File: src/rtl/rr_cs_pkg.sv
// Shared types and helpers for the round-robin chip-select arbiter.
package rr_cs_pkg;

    localparam int unsigned N_REQ = 8;
    localparam int unsigned IDX_W = 3;

    // Arbiter phase: searching, holding a grant, or enforcing the idle gap.
    typedef enum logic [1:0] {
        S_IDLE  = 2'd0,
        S_GRANT = 2'd1,
        S_GUARD = 2'd2
    } state_t;

    // Index of the following requester; 7 wraps to 0 through the natural
    // 3-bit overflow.
    function automatic logic [IDX_W-1:0] next_idx(input logic [IDX_W-1:0] i);
        return i + {{(IDX_W-1){1'b0}}, 1'b1};
    endfunction

endpackage

File: src/rtl/cs_decoder_38.sv
// 3-to-8 active-low decoder with enable; all outputs high when disabled.
module cs_decoder_38
    import rr_cs_pkg::*;
(
    input  logic [IDX_W-1:0] idx,
    input  logic             enable,
    output logic [N_REQ-1:0] sel_n
);

    // Drive exactly one line low for the selected index while enabled.
    always_comb begin
        sel_n = '1;
        if (enable) begin
            sel_n[idx] = 1'b0;
        end
    end

endmodule

File: src/rtl/rr_cs_arbiter.sv
// Round-robin arbiter sharing one 8-way active-low chip-select fan-out.
// A grant is held until release, request drop, enable drop or HOLD_MAX
// cycles; a GUARD-cycle idle gap follows and priority moves past the
// last owner. All outputs are registered.
module rr_cs_arbiter
    import rr_cs_pkg::*;
#(
    parameter int unsigned N_REQ    = 8,
    parameter int unsigned HOLD_MAX = 15,
    parameter int unsigned GUARD    = 1
) (
    input  logic             clk,
    input  logic             rst,
    input  logic             en,
    input  logic [N_REQ-1:0] req,
    input  logic             done,
    output logic [N_REQ-1:0] grant_n,
    output logic [IDX_W-1:0] gnt_idx,
    output logic             gnt_vld,
    output logic             timeout
);

    state_t           state;
    logic [IDX_W-1:0] ptr;
    logic [IDX_W-1:0] idx;
    logic [7:0]       hold_cnt;
    logic [3:0]       guard_cnt;

    logic [IDX_W-1:0] win_idx;
    logic             win_any;
    logic [IDX_W-1:0] cand;
    logic             hold_hit;
    logic             vol_end;
    logic             grant_end;
    logic [N_REQ-1:0] dec_out;

    // Rotating priority search: first set request starting at ptr.
    always_comb begin
        win_idx = '0;
        win_any = 1'b0;
        cand    = '0;
        for (int unsigned k = 0; k < N_REQ; k++) begin
            cand = ptr + IDX_W'(k);
            if (!win_any && req[cand]) begin
                win_any = 1'b1;
                win_idx = cand;
            end
        end
    end

    // Grant end conditions; a voluntary release masks the timeout flag.
    always_comb begin
        hold_hit  = (hold_cnt == 8'(HOLD_MAX - 1));
        vol_end   = done || !req[idx] || !en;
        grant_end = vol_end || hold_hit;
    end

    // Arbitration FSM with hold and guard counters.
    always_ff @(posedge clk or posedge rst) begin
        if (rst) begin
            state     <= S_IDLE;
            ptr       <= '0;
            idx       <= '0;
            hold_cnt  <= '0;
            guard_cnt <= '0;
            timeout   <= 1'b0;
        end else begin
            timeout <= 1'b0;
            case (state)
                S_IDLE: begin
                    if (en && win_any) begin
                        idx      <= win_idx;
                        hold_cnt <= '0;
                        state    <= S_GRANT;
                    end
                end
                S_GRANT: begin
                    if (grant_end) begin
                        timeout   <= hold_hit && !done && req[idx];
                        ptr       <= next_idx(idx);
                        hold_cnt  <= '0;
                        guard_cnt <= '0;
                        state     <= (GUARD != 0) ? S_GUARD : S_IDLE;
                    end else begin
                        hold_cnt <= hold_cnt + 8'd1;
                    end
                end
                S_GUARD: begin
                    if (guard_cnt == 4'(GUARD - 1)) begin
                        state <= S_IDLE;
                    end else begin
                        guard_cnt <= guard_cnt + 4'd1;
                    end
                end
                default: state <= S_IDLE;
            endcase
        end
    end

    cs_decoder_38 u_dec (
        .idx    (idx),
        .enable (state == S_GRANT),
        .sel_n  (dec_out)
    );

    // Register decoder output and status so chip selects are glitch-free.
    always_ff @(posedge clk or posedge rst) begin
        if (rst) begin
            grant_n <= '1;
            gnt_vld <= 1'b0;
            gnt_idx <= '0;
        end else begin
            grant_n <= dec_out;
            gnt_vld <= (state == S_GRANT);
            gnt_idx <= idx;
        end
    end

endmodule

File: config.mk
export PLATFORM = sky130hd
export DESIGN_NAME = rr_cs_arbiter
export DESIGN_NICKNAME = d
export VERILOG_FILES = /design/src/rtl/rr_cs_pkg.sv /design/src/rtl/cs_decoder_38.sv /design/src/rtl/rr_cs_arbiter.sv
export SDC_FILE = /design/constraint.sdc
export NUM_CORES = 1
export LEC_CHECK = 0
export ABC_CLOCK_PERIOD_IN_PS = 6900
export BUFFER_PORTS_ARGS = -buffer_cell sky130_fd_sc_hd__buf_2
export CORE_UTILIZATION = 27
export CTS_BUF_LIST = sky130_fd_sc_hd__clkbuf_4
export CTS_CLUSTER_SIZE = 12
export DETAILED_ROUTE_END_ITERATION = 10
export PLACE_DENSITY_LB_ADDON = 0.12
export SYNTH_ARGS = -nofsm -noshare
export SYNTH_HDL_FRONTEND = slang
export SYNTH_SLANG_ARGS = --single-unit
File: constraint.sdc
create_clock -name clk -period 6.9 [get_ports clk]
set_input_delay 0.69 -clock clk [delete_from_list [all_inputs] [get_ports clk]]
set_output_delay 0.69 -clock clk [all_outputs]
set_load 0.03 [all_outputs]
==> results.json, run 1 <==
{
  "design.final.nets": 290,
  "port_buffers": 24,
  "combinational_family_with_the_most_area_after_synthesis": "multiplexers",
  "transition_at_the_pin_with_the_smallest_max_transition_slack_ps": 971.0,
  "synth.lib_cells_used.distinct": 61,
  "drc_errors": 0,
  "hp-class": "in -> async",
  "synth_compound_area_frac": 0.1625,
  "yosys.area_share.adder": 0.03458,
  "cts_max_level": 2,
  "cts_made_buffers": 5,
  "syn-num-nets": 270,
  "layout.cell_area.non_filler_sq_mm": 0.002740,
  "grt_pass1_wl_um": 9818,
  "largest_cells_by_area_after_synthesis": "sky130_fd_sc_hd__dfrtp_1, sky130_fd_sc_hd__dfstp_2, sky130_fd_sc_hd__mux4_1",
  "worst-setup-path-type": "reg -> reg",
  "antenna-diode-count": 0,
  "cts-resized-gates": 0,
  "post_synth_simple_gate_area": 0.1754,
  "period_minus_slack_ps": 3313,
  "hold_viol_final": 0,
  "grt_setup_unrepaired": "no",
  "ys_seq_elements": 33,
  "vias": 1975,
  "grt_overflow_total": 0,
  "synth-xor-area-share": 0.02717,
  "clock_skew_ps": 18.39,
  "die_area_sq_mm": 0.009770,
  "wl_um": 5823,
  "worstRegToRegCells": 7,
  "gp_congestion": 0.9127,
  "nFillCells": 926,
  "root_buffer": "sky130_fd_sc_hd__clkbuf_4",
  "io-pin-count": 25,
  "worst_vdd_drop_v": 0.0001141,
  "maxCapViolCount": 0,
  "first_global_vias": 1927,
  "post_cts_buffers": 0,
  "worstPathRequired_ps": 7130,
  "critPathMaxStageDelay_ps": 990,
  "crit_path_max_fanout": 23,
  "cellLeakagePower_nw": 1.163,
  "clock_sinks": 33,
  "viasPerCell": 5.197,
  "flow.area_growth_from_synthesis_pct": 8.202,
  "cpMaxStageDelayCell": "sky130_fd_sc_hd__dfrtp_1",
  "layout.cells.most_common_list": "sky130_fd_sc_hd__nand2_1, sky130_fd_sc_hd__dfrtp_1, sky130_fd_sc_hd__buf_2, sky130_fd_sc_hd__nor2_1, sky130_fd_sc_hd__inv_1",
  "mappedNetlistArea_sq_mm": 0.002532,
  "grt.total_usage": 0.1260,
  "synth_area_leader_cell": "sky130_fd_sc_hd__dfrtp_1",
  "crit_chain": "inv_1, ha_1, mux4_2, and2_4, a31oi_4, nor2_4, a211o_1",
  "achievable_frequency_mhz": 301.9,
  "yosys_warnings": 0,
  "p_per_area_mw_per_mm2": 446.4,
  "endpoint_class_of_the_critical_path": "flop",
  "detailedRoute.firstPassIterationCount": 4,
  "sequential_fraction_of_the_synthesis_area": 0.3300,
  "critical_path_depth": 7,
  "slew_headroom": 0.3527,
  "postPlaceCellArea_sq_mm": 0.002685,
  "clock_tree.buffer_depth": 2,
  "netlist.area_leader.share": 0.2470,
  "layout.cells.most_common": "sky130_fd_sc_hd__nand2_1",
  "status": "completed",
  "number_of_antenna_violations_at_the_first_check_in_global_routing": 0,
  "place_hpwl_um": 4246,
  "drt_iter0_markers": 86,
  "syn_avg_cell_area_sq_um": 10.09,
  "synthCells": 251,
  "clock_insertion_delay_worst_skew_ps": 340,
  "num_rows": 34,
  "slew_violations": 0,
  "setup_viol_count_final": 0,
  "start_kind": "flop",
  "async_flop_share": 1.000,
  "cts.reportedPaths.clkPinSlew_ps": 120,
  "grt_max_degree": 34,
  "finalCoreUtilization": 0.3082,
  "crit_arrival_ps": 3540,
  "fin_setup_tns_ps": 0,
  "final_min_period_over_clock_period": 0.4801,
  "cts_tree": "yes",
  "chipHeight_um": 98.85,
  "die_width_um": 98.85,
  "cts_hold_repair.buffers": 0,
  "drt-wirelength-per-cell_um": 15.32,
  "final_layout_size_suffix_gt1_frac": 0.2279,
  "synthFlopType": "sky130_fd_sc_hd__dfrtp_1",
  "initial_core_util": 0.2848,
  "synthMuxAreaShare": 0.2031,
  "crit_path_max_delay_family": "flip-flops",
  "core_region_area_sq_mm": 0.008891,
  "synth_enable_flop_cells": 0,
  "cp.buffers_inverters": 1,
  "ant_nets": 0
}
## synthesized netlist by cell type, types with 3 or more instances
cell type	instances
sky130_fd_sc_hd__nor2b_1	9
sky130_fd_sc_hd__o211ai_1	4
sky130_fd_sc_hd__buf_2	3
sky130_fd_sc_hd__a21oi_1	12
sky130_fd_sc_hd__dfrtp_1	25
sky130_fd_sc_hd__nand3_1	12
sky130_fd_sc_hd__and3_1	3
sky130_fd_sc_hd__nand4_1	3
sky130_fd_sc_hd__mux2_2	4
sky130_fd_sc_hd__xor2_1	4
sky130_fd_sc_hd__nor2_1	15
sky130_fd_sc_hd__o22a_1	3
sky130_fd_sc_hd__clkbuf_1	3
sky130_fd_sc_hd__dfstp_2	8
sky130_fd_sc_hd__mux2i_1	12
sky130_fd_sc_hd__mux4_2	4
sky130_fd_sc_hd__mux4_1	7
sky130_fd_sc_hd__o21ai_0	13
sky130_fd_sc_hd__buf_6	3
sky130_fd_sc_hd__ha_1	7
sky130_fd_sc_hd__inv_1	14
sky130_fd_sc_hd__nand2_1	27
## layout make-up
class	instances	area, sq um	area share
repair buffers	26	135.1	0.04932
flip-flops and latches	33	835.8	0.3050
multi-input cells	191	1526	0.5571
clock inverters	2	10.01	0.003653
clock buffers	6	45.04	0.01644
inverters	14	52.55	0.01918
well taps	108	135.1	0.04932
## stage by stage
step | hold slack, ps | power, mW | setup WS (ps) | std cells
after floorplan | 366.0 | 0.9974 | 4142 | 251
after global placement | 526.5 | 1.131 | 3590 | 372
after detailed placement | 534.6 | 1.116 | 3562 | 372
after CTS | 439.9 | 1.231 | 3553 | 380
after global routing | 456.1 | 1.332 | 3300 | 380
final | 424.6 | 1.223 | 3587 | 380
## cell families (layout without fill, tap and decap cells)
kind of cell / after synthesis / in the layout
mux: 32 / 32
buf+inv: 27 / 48
compound gates: 58 / 58
simple gates: 87 / 87
flops: 33 / 33
xor+xnor: 7 / 7
fa+ha+maj: 7 / 7
## power breakdown
group	leakage, nW	internal [mW]	total (mW)	switching [mW]
clock	0.0354	0.0428	0.110	0.0676
combinational	0.717	0.345	0.775	0.430
sequential	0.410	0.238	0.337	0.0991
## routing by layer
layer | track usage | wire (um) | share of wire
met5 | 0 | 0 | 0
met2 | 0.1958 | 2652 | 0.46
met1 | 0.1738 | 2913 | 0.50
met3 | 0.02837 | 208 | 0.036
met4 | 0.03904 | 48 | 0.0082
## state kept, by name, indices dropped and copies added (netlist names)
name / cells
grant_n: 8
hold_cnt: 8
guard_cnt: 4
gnt_idx: 3
idx: 3
ptr: 3
state: 2
gnt_vld: 1
timeout: 1
## worst min-delay path, delay by kind of cell
family                 cells  cell delay [ps]
buffers and inverters      3              510
## path summary, 6_finish.rpt
kind / from / end / slack [ps]
max reg2reg: ptr[0] / hold_cnt[7] / 3590
max: ptr[0] / hold_cnt[7] / 3590
min reg2reg: guard_cnt[0] / guard_cnt[0] / 550
max in group asynchronous: rst / grant_n[2] / 6130
min in group clk: guard_cnt[0] / guard_cnt[0] / 550
min: rst / guard_cnt[0] / 420
Power figures use the tool's default switching activity.
==> run 2: changes to the inputs <==
--- a/config.mk
+++ b/config.mk
@@ -5,7 +5,8 @@
 export SDC_FILE = /design/constraint.sdc
 export NUM_CORES = 1
 export LEC_CHECK = 0
-export ABC_CLOCK_PERIOD_IN_PS = 6900
+export ABC_AREA = 1
+export ABC_CLOCK_PERIOD_IN_PS = 3200
 export BUFFER_PORTS_ARGS = -buffer_cell sky130_fd_sc_hd__buf_2
 export CORE_UTILIZATION = 27
 export CTS_BUF_LIST = sky130_fd_sc_hd__clkbuf_4
==> constraint.sdc (replaced) <==
create_clock -name clk -period 3.2 [get_ports clk]
set_input_delay 0.32 -clock clk [delete_from_list [all_inputs] [get_ports clk]]
set_output_delay 0.32 -clock clk [all_outputs]
set_load 0.03 [all_outputs]
==> run 2 against run 1 <==
Against the previous run:
- clock skew fell by 8.2 ps
- count of clock-buffer cells in the layout fell by 1
- flip-flop and latch count did not move
- register-to-register slack got worse by 3200 ps
- worst setup slack got worse by 3200 ps
- sequential power rose by 90%
- clock power rose by 110%
- critical endpoint is now idx[2]
==> results.json, run 2 <==
{
  "status": "completed",
  "top_cell_types_by_occurrence_after_synthesis": "sky130_fd_sc_hd__nand2_1, sky130_fd_sc_hd__nand3_1, sky130_fd_sc_hd__nor2_1",
  "crit_path_end": "idx[2]",
  "wl_um": 5235,
  "start_kind": "flop",
  "viasPerCell": 4.667,
  "p_per_area_mw_per_mm2": 995.3,
  "root_buffer": "sky130_fd_sc_hd__clkbuf_4",
  "cts_made_buffers": 5,
  "drt_iter0_markers": 118,
  "cts_max_level": 2,
  "clock_sinks": 33,
  "vias": 1946,
  "place_hpwl_um": 4018,
  "worst-r2r-setup-slack_ps": 400,
  "async_flop_share": 1.000,
  "first_global_vias": 1878,
  "worst_r2r_endpoint": "idx[2]",
  "slew_headroom": 0.5638,
  "worst-setup-path-type": "reg -> reg",
  "worst_vdd_drop_v": 0.0002315,
  "flow.area_growth_from_synthesis_pct": 11.61,
  "die_width_um": 91.80,
  "cellLeakagePower_nw": 1.145,
  "worstRegToRegCells": 14,
  "grt.total_usage": 0.1317,
  "count_leader_synth": "sky130_fd_sc_hd__nand2_1",
  "post_cts_buffers": 0,
  "yosys_warnings": 0,
  "final_min_period_over_clock_period": 0.8747,
  "mappedNetlistArea_sq_mm": 0.002177,
  "ant_nets": 0,
  "number_of_antenna_violations_at_the_first_check_in_global_routing": 0,
  "layout.cells.most_common_list": "sky130_fd_sc_hd__nand2_1, sky130_fd_sc_hd__nand3_1, sky130_fd_sc_hd__nor2_1, sky130_fd_sc_hd__inv_1, sky130_fd_sc_hd__dfrtp_1",
  "transition_at_the_pin_with_the_smallest_max_transition_slack_ps": 651.3,
  "gp_congestion": 0.8055,
  "worstPathRequired_ps": 3430,
  "synth_area_leader_cell": "sky130_fd_sc_hd__dfrtp_1",
  "crit_path_max_fanout": 13,
  "layout.cell_area.non_filler_sq_mm": 0.002430,
  "netlist.area_leader.share": 0.2874,
  "num_rows": 32,
  "cts-resized-gates": 0,
  "grt_busiest_layer": "met2",
  "hold_viol_final": 0,
  "grt_overflow_total": 0,
  "crit_arrival_ps": 3030,
  "synthCells": 289,
  "chipHeight_um": 91.80,
  "reg_top3": "grant_n x8, hold_cnt x8, guard_cnt x4",
  "endpoint_class_of_the_critical_path": "flop",
  "initial_core_util": 0.2803,
  "final_layout_size_suffix_gt1_frac": 0.1905,
  "period_minus_slack_ps": 2799,
  "cts_tree": "yes",
  "clock_insertion_delay_worst_skew_ps": 340,
  "syn_avg_cell_area_sq_um": 7.533,
  "largest_cells_by_area_after_synthesis": "sky130_fd_sc_hd__dfrtp_1, sky130_fd_sc_hd__nand2_1, sky130_fd_sc_hd__nand3_1",
  "synthFlopType": "sky130_fd_sc_hd__dfrtp_1",
  "grt_pass1_wl_um": 8735,
  "grt_util_met3": 0.03317,
  "sequential_fraction_of_the_synthesis_area": 0.3839,
  "finalCoreUtilization": 0.3128,
  "hp-class": "in -> async",
  "slew_violations": 0,
  "syn-num-nets": 308,
  "layout.cells.most_common": "sky130_fd_sc_hd__nand2_1",
  "cts_hold_repair.buffers": 0,
  "dp_cells": 409,
  "globalRouteMet1Util": 0.1746,
  "antenna-diode-count": 0,
  "clock_tree.buffer_depth": 2,
  "detailedRoute.firstPassIterationCount": 6,
  "grt_setup_unrepaired": "no",
  "post_layout_instance_count_excluding_filler_cells": 417,
  "die_area_sq_mm": 0.008426,
  "reg_to_reg_start": "ptr[0]",
  "drc_errors": 0,
  "io-pin-count": 25,
  "grt_max_degree": 34,
  "synth.lib_cells_used.distinct": 33,
  "drt-wirelength-per-cell_um": 12.55,
  "postPlaceCellArea_sq_mm": 0.002375,
  "design.final.nets": 333,
  "ys_seq_elements": 33,
  "maxCapViolCount": 0,
  "cts.reportedPaths.clkPinSlew_ps": 120,
  "achievable_frequency_mhz": 357.3,
  "setup.worst_path.start": "ptr[0]",
  "gr-usage-met2": 0.2124,
  "port_buffers": 24,
  "setup_viol_count_final": 0,
  "nFillCells": 853,
  "synth_enable_flop_cells": 0,
  "total_power_mw": 2.418,
  "clock_skew_ps": 10.19,
  "core_region_area_sq_mm": 0.007767,
  "fin_setup_tns_ps": 0
}
run 2: changes by cell type after synthesis, moves of 7 or more:
cell                      change
sky130_fd_sc_hd__nand4_1     +10
sky130_fd_sc_hd__nor2_1      +14
sky130_fd_sc_hd__inv_1       +13
sky130_fd_sc_hd__nand3_1     +33
sky130_fd_sc_hd__a21oi_1      -9
sky130_fd_sc_hd__nor2b_1      -9
sky130_fd_sc_hd__mux2i_1     -12
sky130_fd_sc_hd__nand2_1     +40
sky130_fd_sc_hd__mux4_1       -7
run 2: through the flow:
step / hold WS [ps] / setup slack [ps]
floorplan: 351.9 / 1028
global placement: 438.9 / 530.7
detailed placement: 440.8 / 419.8
CTS: 59.37 / 394.8
global route: 69.93 / 88.17
finish: 51.96 / 401.0
run 2: worst min path at each step:
stage | start | to | slack [ps] | cells after the start
floorplan | idx[2] | gnt_idx[2] | 350 | 0
global placement | rst | gnt_vld | 440 | 3
detailed placement | rst | gnt_vld | 440 | 3
CTS | rst | idx[1] | 60 | 3
global route | rst | gnt_vld | 70 | 3
finish | rst | idx[1] | 50 | 3
run 2: power breakdown:
| group | switching (mW) | internal, mW | leakage (nW) |
|---|---|---|---|
| combinational | 1.08 | 0.462 | 0.696 |
| clock | 0.154 | 0.0828 | 0.0310 |
| sequential | 0.122 | 0.518 | 0.418 |
| total | 1.36 | 1.06 | 1.15 |
run 2: cells by family after synthesis:
logic type	share of synthesized area
AOI/OAI and AO/OA	0.06092
xor gates and xnor gates	0.05173
and+or+nand+nor	0.3799
adders and majority gates	0.04023
buffers and inverters	0.08333
DFF	0.3839
run 2: worst max-delay path, cell delays in order, from the launching register on:
cell	delay, ps
sky130_fd_sc_hd__dfrtp_1	590
sky130_fd_sc_hd__inv_2	150
sky130_fd_sc_hd__ha_1	400
sky130_fd_sc_hd__inv_1	240
sky130_fd_sc_hd__nand3_1	170
sky130_fd_sc_hd__nand3_1	110
sky130_fd_sc_hd__nand2_1	90
sky130_fd_sc_hd__nor2_4	120
sky130_fd_sc_hd__nand4_2	110
sky130_fd_sc_hd__nor2_4	180
sky130_fd_sc_hd__nand3_2	90
sky130_fd_sc_hd__nand3_2	230
sky130_fd_sc_hd__inv_1	110
sky130_fd_sc_hd__nand2_1	80
sky130_fd_sc_hd__nand2_1	40
run 2: per-layer routing:
layer | share of wire | vias to the layer above
li1 | - | 998
met1 | 0.49 | 897
met2 | 0.45 | 45
met3 | 0.046 | 6
met4 | 0.011 | 0
met5 | 0 | -
run 2: area by class of cell:
type / instances / area (sq um) / area share
repair buffers: 26 / 135.1 / 0.05561
multi-input cells: 217 / 1160 / 0.4773
well taps: 102 / 127.6 / 0.05252
flip-flops and latches: 33 / 835.8 / 0.3440
inverters: 31 / 116.4 / 0.04789
clock inverters: 3 / 17.52 / 0.007209
clock buffers: 5 / 37.54 / 0.01545
